--- config.mk ---
export PLATFORM = sky130hd
export DESIGN_NAME = mem_wb_stage
export DESIGN_NICKNAME = d
export VERILOG_FILES = /design/src/rtl/mem_wb_stage.sv
export SDC_FILE = /design/constraint.sdc
export NUM_CORES = 1
export LEC_CHECK = 0
export CAP_MARGIN = 20
export CORE_UTILIZATION = 44
export DETAILED_ROUTE_END_ITERATION = 10
export GPL_ROUTABILITY_DRIVEN = 0
export PLACE_DENSITY_LB_ADDON = 0.3
export RECOVER_POWER = 50
export SKIP_LAST_GASP = 1
export SLEW_MARGIN = 25
export SYNTH_ARGS = -nofsm -noshare
export SYNTH_HDL_FRONTEND = slang
export SYNTH_SLANG_ARGS = --single-unit
--- constraint.sdc ---
create_clock -name clk -period 3.25 [get_ports clk]
set_input_delay 0.4875 -clock clk [delete_from_list [all_inputs] [get_ports clk]]
set_output_delay 0.4875 -clock clk [all_outputs]
set_load 0.01 [all_outputs]
--- src/rtl/mem_wb_stage.sv ---
// Writeback stage of the 3-stage RISC-V pipeline: load alignment, writeback select,
// forwarding history and the tohost CSR. Optional perf counters under WB_PERF_CNT_EN.
module mem_wb_stage #(
   parameter logic [31:0] RESET_PC_NOP    = 32'h0000_0013,
   parameter logic [11:0] CSR_TOHOST_ADDR = 12'h51E
) (
   input  logic        clk,
   input  logic        reset,
   input  logic        stall,
   input  logic        x_valid,
   input  logic [31:0] x_inst,
   input  logic [31:0] x_pc,
   input  logic [31:0] x_alu_out,
   input  logic [31:0] x_csr_src,
   input  logic [31:0] dcache_dout,
   output logic [31:0] wb_inst,
   output logic [31:0] wb_prev_inst,
   output logic [31:0] wb_data,
   output logic [31:0] wb_prev_data,
   output logic        rf_we,
   output logic [4:0]  rf_wa,
   output logic [31:0] rf_wd,
   output logic [31:0] csr_tohost
);

   localparam logic [6:0] OP_LOAD   = 7'b0000011;
   localparam logic [6:0] OP_IMM    = 7'b0010011;
   localparam logic [6:0] OP_AUIPC  = 7'b0010111;
   localparam logic [6:0] OP_REG    = 7'b0110011;
   localparam logic [6:0] OP_LUI    = 7'b0110111;
   localparam logic [6:0] OP_JALR   = 7'b1100111;
   localparam logic [6:0] OP_JAL    = 7'b1101111;
   localparam logic [6:0] OP_SYSTEM = 7'b1110011;

   logic        wb_valid;
   logic [31:0] wb_pc4;
   logic [31:0] wb_alu;
   logic [31:0] wb_csr_src;
   logic [4:0]  wb_zimm;

   logic [6:0]  opcode;
   logic [2:0]  funct3;
   logic [4:0]  rd;
   logic [11:0] csr_addr;
   logic [31:0] load_data;
   logic [31:0] csr_rd_data;
   logic        csr_rd_hit;
   logic        wr_op;
   logic [7:0]  ld_byte;
   logic [15:0] ld_half;

   assign opcode   = wb_inst[6:0];
   assign funct3   = wb_inst[14:12];
   assign rd       = wb_inst[11:7];
   assign csr_addr = wb_inst[31:20];

`ifdef WB_PERF_CNT_EN
   logic [31:0] cnt_cycle;
   logic [31:0] cnt_instret;

   always_ff @(posedge clk) begin
      if (reset) begin
         cnt_cycle   <= '0;
         cnt_instret <= '0;
      end else begin
         cnt_cycle <= cnt_cycle + 32'd1;
         if (!stall && wb_valid) cnt_instret <= cnt_instret + 32'd1;
      end
   end

   // csrr rd, cycle/instret (csrrs with any rs1 reads the counter value)
   always_comb begin
      csr_rd_hit  = 1'b0;
      csr_rd_data = '0;
      if (opcode == OP_SYSTEM && funct3 == 3'b010) begin
         if (csr_addr == 12'hC00) begin
            csr_rd_hit  = 1'b1;
            csr_rd_data = cnt_cycle;
         end else if (csr_addr == 12'hC02) begin
            csr_rd_hit  = 1'b1;
            csr_rd_data = cnt_instret;
         end
      end
   end
`else
   assign csr_rd_hit  = 1'b0;
   assign csr_rd_data = '0;
`endif

   always_comb begin
      case (wb_alu[1:0])
         2'd0:    ld_byte = dcache_dout[7:0];
         2'd1:    ld_byte = dcache_dout[15:8];
         2'd2:    ld_byte = dcache_dout[23:16];
         default: ld_byte = dcache_dout[31:24];
      endcase
      ld_half = wb_alu[1] ? dcache_dout[31:16] : dcache_dout[15:0];
   end

   always_comb begin
      case (funct3)
         3'b000:  load_data = {{24{ld_byte[7]}}, ld_byte};
         3'b100:  load_data = {24'b0, ld_byte};
         3'b001:  load_data = {{16{ld_half[15]}}, ld_half};
         3'b101:  load_data = {16'b0, ld_half};
         default: load_data = dcache_dout;
      endcase
   end

   always_comb begin
      wr_op   = 1'b0;
      wb_data = '0;
      case (opcode)
         OP_LOAD: begin
            wr_op   = 1'b1;
            wb_data = load_data;
         end
         OP_JAL, OP_JALR: begin
            wr_op   = 1'b1;
            wb_data = wb_pc4;
         end
         OP_LUI, OP_AUIPC, OP_REG, OP_IMM: begin
            wr_op   = 1'b1;
            wb_data = wb_alu;
         end
         OP_SYSTEM: wb_data = csr_rd_data;
         default: ;
      endcase
   end

   assign rf_we = !reset && !stall && wb_valid && (rd != 5'd0) && (wr_op || csr_rd_hit);
   assign rf_wa = rd;
   assign rf_wd = wb_data;

   always_ff @(posedge clk) begin
      if (reset) begin
         wb_inst      <= RESET_PC_NOP;
         wb_prev_inst <= RESET_PC_NOP;
         wb_valid     <= 1'b0;
         wb_prev_data <= '0;
         wb_pc4       <= '0;
         wb_alu       <= '0;
         wb_csr_src   <= '0;
         wb_zimm      <= '0;
         csr_tohost   <= '0;
      end else if (!stall) begin
         wb_inst      <= x_valid ? x_inst : RESET_PC_NOP;
         wb_valid     <= x_valid;
         wb_pc4       <= x_pc + 32'd4;
         wb_alu       <= x_alu_out;
         wb_csr_src   <= x_csr_src;
         wb_zimm      <= x_inst[19:15];
         wb_prev_inst <= wb_inst;
         wb_prev_data <= wb_data;
         // tohost commits on the edge that retires the csr instruction
         if (wb_valid && opcode == OP_SYSTEM && csr_addr == CSR_TOHOST_ADDR) begin
            case (funct3)
               3'b001:  csr_tohost <= wb_csr_src;
               3'b101:  csr_tohost <= {27'b0, wb_zimm};
               default: ;
            endcase
         end
      end
   end

endmodule

==> results.sh, run 1 <==
export IMPL_status="finished, violations left"
export IMPL_violations="capacitance limit, slew limit"
export IMPL_synth_largest_area_cell="dfxtp_1"
export IMPL_synth_edff_count=0
export IMPL_clock_sinks=230
export IMPL_final_antenna_net_count=0
export IMPL_viasPerCell=5.71
export IMPL_max_slew_worst_pin_slew_ns=2.44
export IMPL_avgSynthCellArea_um2=9.14
export IMPL_pwr_share_seq_pct=43.0
export IMPL_antenna_found_initial=0
export IMPL_stdcell_area_mm2=0.0148
export IMPL_cp_cell_sequence="clkdlybuf4s50_1 > mux4_2 > a21o_1 > buf_4 > o221ai_1 > nand2_1 > clkdlybuf4s50_1"
export IMPL_row_count=55
export IMPL_crit_start="dcache_dout[15]"
export IMPL_powerDensity_mw_per_mm2=475
export IMPL_io_buffers=361
export IMPL_synth_seq_cells=230
export IMPL_min_delay_start="stall"
export IMPL_multi_input_area_mm2=0.00490
export IMPL_nNetsFinal=1582
export IMPL_slowest_delay_ns=0.57
export IMPL_first_iter_violations=754
export IMPL_synthSimpleGateAreaFrac_pct=16.5
export IMPL_fillers=1845
export IMPL_fin_skew_ns=0.0118
export IMPL_synth_xor_area_share_pct=0.858
export IMPL_synth_area_mux_share_pct=12.9
export IMPL_cp_top_family="buffers and inverters"
export IMPL_maxCapViolCount=2
export IMPL_ys_types=59
export IMPL_cts_root_buf="clkbuf_16"
export IMPL_crit_buf_inv=3
export IMPL_critical_path_class="input port to primary output"
export IMPL_vias=9832
export IMPL_switching_share_pct=24.9
export IMPL_die_area_mm2=0.0238
export IMPL_final_min_clock_period_ns=3.23
export IMPL_start_kind="input port"
export IMPL_area_growth_pct=45.3
export IMPL_numCtsBuffers=26
export IMPL_async_reset_ff_share_pct=0
export IMPL_synth_nets=1282
export IMPL_p_switching_w=0.00175
export IMPL_critPathRequiredTime_ns=2.76
export IMPL_crit_top_cell="clkdlybuf4s50_1"
export IMPL_htree_num_levels=1
export IMPL_ys_warn_count=0
export IMPL_rsz0062_at_grt="true"
export IMPL_overflow=0
export IMPL_cts_hold_repair_buffers=0
export IMPL_synthFlopType="dfxtp_1"
export IMPL_core_area_mm2=0.0227
export IMPL_ys_top_cells_by_area="dfxtp_1 (45%), mux2i_1 (12%), nor2_1 (6.5%)"
export IMPL_timing_rr_start="wb_inst[2]"
export IMPL_wl_per_cell_um=19.7
export IMPL_met3_length_um=2730
export IMPL_slowest_stage="mux4_2"
export IMPL_cp_data_arrival_time_ns=2.75
export IMPL_grtUsageTotal_pct=27.5
export IMPL_wl_met2_um=15500
export IMPL_yosysMostFrequentCell="dfxtp_1"
export IMPL_critPathMaxFanout=4
export IMPL_drcViolationCount=0
export IMPL_power_leakage_nw=6.07
export IMPL_hold_slack_ns=0.290
export IMPL_p_int_w=0.00529
export IMPL_cts_buffer_depth=3
export IMPL_max_freq_mhz=309
export IMPL_yosysTopAreaCellShare_pct=45.1
export IMPL_synthAdderAreaFrac_pct=0.123
export IMPL_endpoint_kind="primary output"
export IMPL_hold_class="input port to flip-flop"
export IMPL_seq_area_mm2=0.00461
export IMPL_initial_core_util_pct=45.0
export IMPL_pwr_share_clk_pct=41.7
export IMPL_die_w_um=154
export IMPL_synth_top_family_by_area="compound AO/OA/AOI/OAI gates"
export IMPL_synthCells=1117
export IMPL_synth_compound_area_share_pct=17.1
export IMPL_clk_latency_ns=0.52
export IMPL_grt_max_degree=224
export IMPL_syn_cell_area_mm2=0.0102
export IMPL_fp_dieH_um=154
export IMPL_power_frac_comb_pct=15.3
export IMPL_synth_seq_area_share_pct=45.1
export IMPL_io_pins=362
export IMPL_post_dp_cell_area_mm2=0.0139
export IMPL_period_share_pct=99.5
export IMPL_grt_pass1_vias=9316
export IMPL_synth_common_cells="dfxtp_1 (230), nor2_1 (176), mux2i_1 (118), clkbuf_1 (78), nand2_1 (53)"
export IMPL_setup_viol=0
export IMPL_hold_viol=0
export IMPL_first_pass_iters=8
export IMPL_grt_pass1_wl_um=51900
export IMPL_path_clk_slew_ns=0.06
export IMPL_place_hpwl_um=23900
export IMPL_m1WireLength_um=14300
export IMPL_routed_top_layer="met4"
export IMPL_ir_worst_vdd_mv=0.386
export IMPL_slew_headroom_pct=-62.8
export IMPL_drv_slew=358
export IMPL_drive_gt1_share_pct=8.70
export IMPL_finalWirelength_um=33900
export IMPL_cts_tree="done"
==> cell families (layout without fill, tap and decap cells) <==
family,count (synthesis),after routing
buffers and inverters,157,476
and+or+nand+nor,352,352
other,0,1
DFF,230,230
muxes,127,127
adders and majority gates,1,1
xor gates and xnor gates,10,10
AOI/OAI and AO/OA,240,240
==> per-stage QoR <==
stage | std cells | worst slack [ns] | setup TNS (ns) | power, W | util, %
2_1_floorplan | 1117 | 0.777 | 0 | 0.00359 | -
3_3_place_gp | 1669 | 0.0132 | 0 | 0.00414 | 61.1
3_5_place_dp | 1669 | -0.0203 | -0.0853 | 0.00416 | 61.1
4_1_cts | 1719 | 0.0112 | 0 | 0.00710 | 65.2
5_1_grt | 1721 | -0.0258 | -0.115 | 0.00731 | 65.3
6_report | 1722 | 0.0166 | 0 | 0.00705 | 65.3
==> repair_timing <==
item	in CTS	in global routing
gates resized for setup	16	17
endpoints found under the hold margin	0	0
setup endpoints to repair	65	52
pin swaps	2	4
buffers inserted	3	2
==> worst register-to-register path, cell delays in order, from the launching register on <==
cell      delay [ns]
dfxtp_1         0.31
or4_4           0.59
nor2_4          0.15
buf_12          0.15
buf_4           0.13
a41oi_2         0.41
a221oi_1        0.45
==> power by group through the flow <==
stage | sequential [W] | combinational [W] | clock, W
2_1_floorplan | 0.00309 | 0.000502 | 0
3_3_place_gp | 0.00309 | 0.00105 | 0
3_5_place_dp | 0.00309 | 0.00107 | 0
4_1_cts | 0.00303 | 0.00107 | 0.00299
5_1_grt | 0.00305 | 0.00115 | 0.00311
6_report | 0.00303 | 0.00108 | 0.00294
==> final cells by class <==
type / count / share of cell area [%]
timing repair buffer: 404 / 27.0
antenna: 1 / 0.0169
inverter: 25 / 0.632
clock inverter: 11 / 0.784
tap: 285 / 2.40
sequential: 230 / 31.1
multi-input combinational: 730 / 33.1
clock buffer: 36 / 5.05
==> final timing paths <==
path	to	slack (ns)	cells after the start
worst max-delay path	wb_data[14]	0.02	7
worst min-delay path	wb_valid	0.29	3
worst max register to register	wb_prev_data[17]	0.93	6
worst min register to register	csr_tohost[3]	0.47	2
==> sequential cells by signal (all words and copies together) (netlist names) <==
| name | cells |
|---|---|
| wb_zimm | 5 |
| wb_inst | 32 |
| wb_pc4 | 32 |
| wb_csr_src | 32 |
| wb_prev_inst | 32 |
| wb_alu | 32 |
| csr_tohost | 32 |
| wb_valid | 1 |
| wb_prev_data | 32 |
==> metal layers <==
| layer | GRT usage, % | vias to the layer above |
|---|---|---|
| met3 | 6.08 | 81 |
| met5 | 0 | - |
| met2 | 44.4 | 418 |
| met4 | 10.5 | 0 |
| met1 | 35.9 | 4677 |
| li1 | - | 4656 |
==> placed cells by master, fill, tap and decap left out, types with 4 or more instances in the layout <==
master,n
clkbuf_16,27
a22oi_1,41
inv_1,24
or3_1,7
o221a_2,5
a222oi_1,16
nand4_1,35
xnor2_1,4
nand2_1,53
nor3b_1,5
nor2_1,174
dlygate4sd3_1,48
o221ai_1,6
mux2i_1,118
mux2_2,6
clkbuf_8,5
clkdlybuf4s50_1,292
buf_4,35
a221o_1,6
and4_1,5
dfxtp_1,227
or4_1,14
clkinv_2,5
dlygate4sd2_1,8
xor2_1,6
o31ai_1,10
buf_12,4
nand2b_1,5
a211oi_1,9
nor2b_1,12
or2_2,5
clkbuf_1,6
dlymetal6s2s_1,11
o21ai_0,43
a311oi_1,28
a21oi_1,40
a221oi_1,17
nand3_1,11
Power figures use the tool's default switching activity.
==> run 2: changes to the inputs <==
--- a/config.mk
+++ b/config.mk
@@ -6,7 +6,8 @@
 export NUM_CORES = 1
 export LEC_CHECK = 0
 export CAP_MARGIN = 20
-export CORE_UTILIZATION = 44
+export CORE_UTILIZATION = 41
+export CTS_CLUSTER_SIZE = 8
 export DETAILED_ROUTE_END_ITERATION = 10
 export GPL_ROUTABILITY_DRIVEN = 0
 export PLACE_DENSITY_LB_ADDON = 0.3
==> constraint.sdc (replaced) <==
create_clock -name clk -period 2.67 [get_ports clk]
set_input_delay 0.4005 -clock clk [delete_from_list [all_inputs] [get_ports clk]]
set_output_delay 0.4005 -clock clk [all_outputs]
set_load 0.01 [all_outputs]
==> run 2 against run 1 <==
The run ends with capacitance limit, slew limit, setup timing left; first-iteration DRC count grew 26%; design area up 6.7%; count of clock-buffer cells in the layout did not move; sequential power increased by 22%; clock power increased by 27%; total power is 26% higher; core utilization fell by 0.45 points; via count is 5.5% higher; worst setup slack got worse by 0.26 ns; clock skew rose by 0.010 ns; sequential cell count is the same.
==> results.sh, run 2 (synthesis results as in run 1) <==
export IMPL_fin_skew_ns=0.0218
export IMPL_critical_path_class="flip-flop to primary output"
export IMPL_grt_pass1_wl_um=56400
export IMPL_maxCapViolCount=2
export IMPL_endpoint_kind="primary output"
export IMPL_utilization_pct=64.9
export IMPL_finalWorstSetupSlack_ns=-0.239
export IMPL_first_iter_violations=952
export IMPL_p_int_w=0.00663
export IMPL_rsz0062_at_grt="true"
export IMPL_io_pins=362
export IMPL_grt_pass1_vias=9917
export IMPL_dpl_worst_slack_ns=-0.445
export IMPL_hold_class="input port to flip-flop"
export IMPL_start_kind="flip-flop"
export IMPL_p_switching_w=0.00227
export IMPL_die_area_mm2=0.0255
export IMPL_drv_slew=330
export IMPL_switching_share_pct=25.5
export IMPL_finalWirelength_um=36800
export IMPL_ir_worst_vdd_mv=0.520
export IMPL_critPathMaxFanout=6
export IMPL_htree_num_levels=2
export IMPL_drcViolationCount=0
export IMPL_grt_max_degree=224
export IMPL_fillers=2009
export IMPL_clock_sinks=230
export IMPL_pwr_share_clk_pct=42.1
export IMPL_pwr_share_seq_pct=41.5
export IMPL_final_min_clock_period_ns=2.91
export IMPL_wl_per_cell_um=20.1
export IMPL_area_growth_pct=55.0
export IMPL_slew_headroom_pct=-72.8
export IMPL_placed_cells=1756
export IMPL_numCtsBuffers=34
export IMPL_overflow=0
export IMPL_critPathRequiredTime_ns=2.27
export IMPL_io_buffers=361
export IMPL_hold_viol=0
export IMPL_setup_viol=62
export IMPL_clk_latency_ns=0.50
export IMPL_fin_cells=1831
export IMPL_path_clk_slew_ns=0.05
export IMPL_vias=10400
export IMPL_power_frac_comb_pct=16.4
export IMPL_die_w_um=160
export IMPL_nNetsFinal=1663
export IMPL_grtUsageTotal_pct=27.9
export IMPL_tns_ns=-9.89
export IMPL_place_hpwl_um=24800
export IMPL_power_leakage_nw=6.38
export IMPL_cp_data_arrival_time_ns=2.51
export IMPL_max_slew_worst_pin_slew_ns=2.59
export IMPL_drive_gt1_share_pct=19.9
export IMPL_first_pass_iters=10
export IMPL_violations="capacitance limit, slew limit, setup timing"
export IMPL_row_count=57
export IMPL_cts_buffer_depth=3
export IMPL_viasPerCell=5.66
export IMPL_initial_core_util_pct=41.9
export IMPL_core_area_mm2=0.0244
export IMPL_cts_root_buf="clkbuf_16"
export IMPL_final_antenna_net_count=0
export IMPL_stdcell_area_mm2=0.0158
export IMPL_status="finished, violations left"
export IMPL_final_cell_mix="clkdlybuf4s50_1 (261), dfxtp_1 (223), nor2_1 (174)"
export IMPL_powerDensity_mw_per_mm2=562
export IMPL_post_dp_cell_area_mm2=0.0143
export IMPL_max_freq_mhz=344
export IMPL_r2r_slack_ns=0.27
export IMPL_fp_dieH_um=160
export IMPL_period_share_pct=109
export IMPL_cts_tree="done"
export IMPL_final_common_cell="clkdlybuf4s50_1"
export IMPL_antenna_found_initial=6
run 2: changes by cell type in the layout (fill, tap and decap cells not counted), moves of 15 or more:
cell | previous run | this run
buf_6 | 0 | 65
buf_4 | 35 | 82
clkdlybuf4s50_1 | 292 | 261
nand2_1 | 53 | 31
buf_2 | 0 | 19
dlygate4sd3_1 | 48 | 33
run 2: area by class of cell:
class                   instances  area, um^2  area share [%]
repair buffers                477        4600            29.1
diodes                          6        15.0          0.0949
clock buffers                  36         858            5.42
multi-input cells             730        5200            32.9
flip-flops and latches        230        4610            29.1
inverters                      25        93.8           0.593
clock inverters                 3        33.8           0.213
well taps                     324         405            2.56
run 2: final timing paths:
kind,startpoint,end,cells past startpoint
setup / recovery,wb_inst[5],rf_wd[16],9
hold / removal,reset,wb_prev_inst[1],4
setup reg to reg,wb_alu[1],wb_prev_data[24],7
hold reg to reg,wb_pc4[5],wb_pc4[5],2
run 2: power by group through the flow:
stage	clock [W]	sequential [W]	combinational [W]
finish	0.00374	0.00370	0.00146
global route	0.00398	0.00371	0.00156
CTS	0.00382	0.00369	0.00140
detailed placement	0	0.00376	0.00136
global placement	0	0.00375	0.00135
floorplan	0	0.00376	0.000610
run 2: through the flow:
stage / hold slack, ns / total power [W]
5_1_grt: 0.428 / 0.00925
3_3_place_gp: 0.453 / 0.00510
3_5_place_dp: 0.457 / 0.00512
4_1_cts: 0.289 / 0.00892
6_report: 0.401 / 0.00890
2_1_floorplan: 0.441 / 0.00437
run 2: worst max-delay path: stages (launching register included):
cell and delay (ns):
dfxtp_2 0.31, or4_4 0.57, buf_6 0.15, nor2_4 0.10, buf_6 0.10, nand4_1 0.24, buf_6 0.24, buf_6 0.13
nand2_4 0.08, buf_6 0.10
run 2: routing by layer:
metal | up-vias | GRT usage (%) | routed length, um
met4 | 0 | 13.2 | 1530
met1 | 4967 | 35.1 | 15100
li1 | 4814 | - | -
met3 | 105 | 6.70 | 2980
met2 | 486 | 45.0 | 17200
met5 | - | 0 | 0
run 2: timing repair:
action                     CTS  global route
resized for setup          319            80
hold buffers                 0             0
pin swaps                   28            21
setup endpoints to repair   65            65
gates cloned                 1             0
buffers inserted            19            12
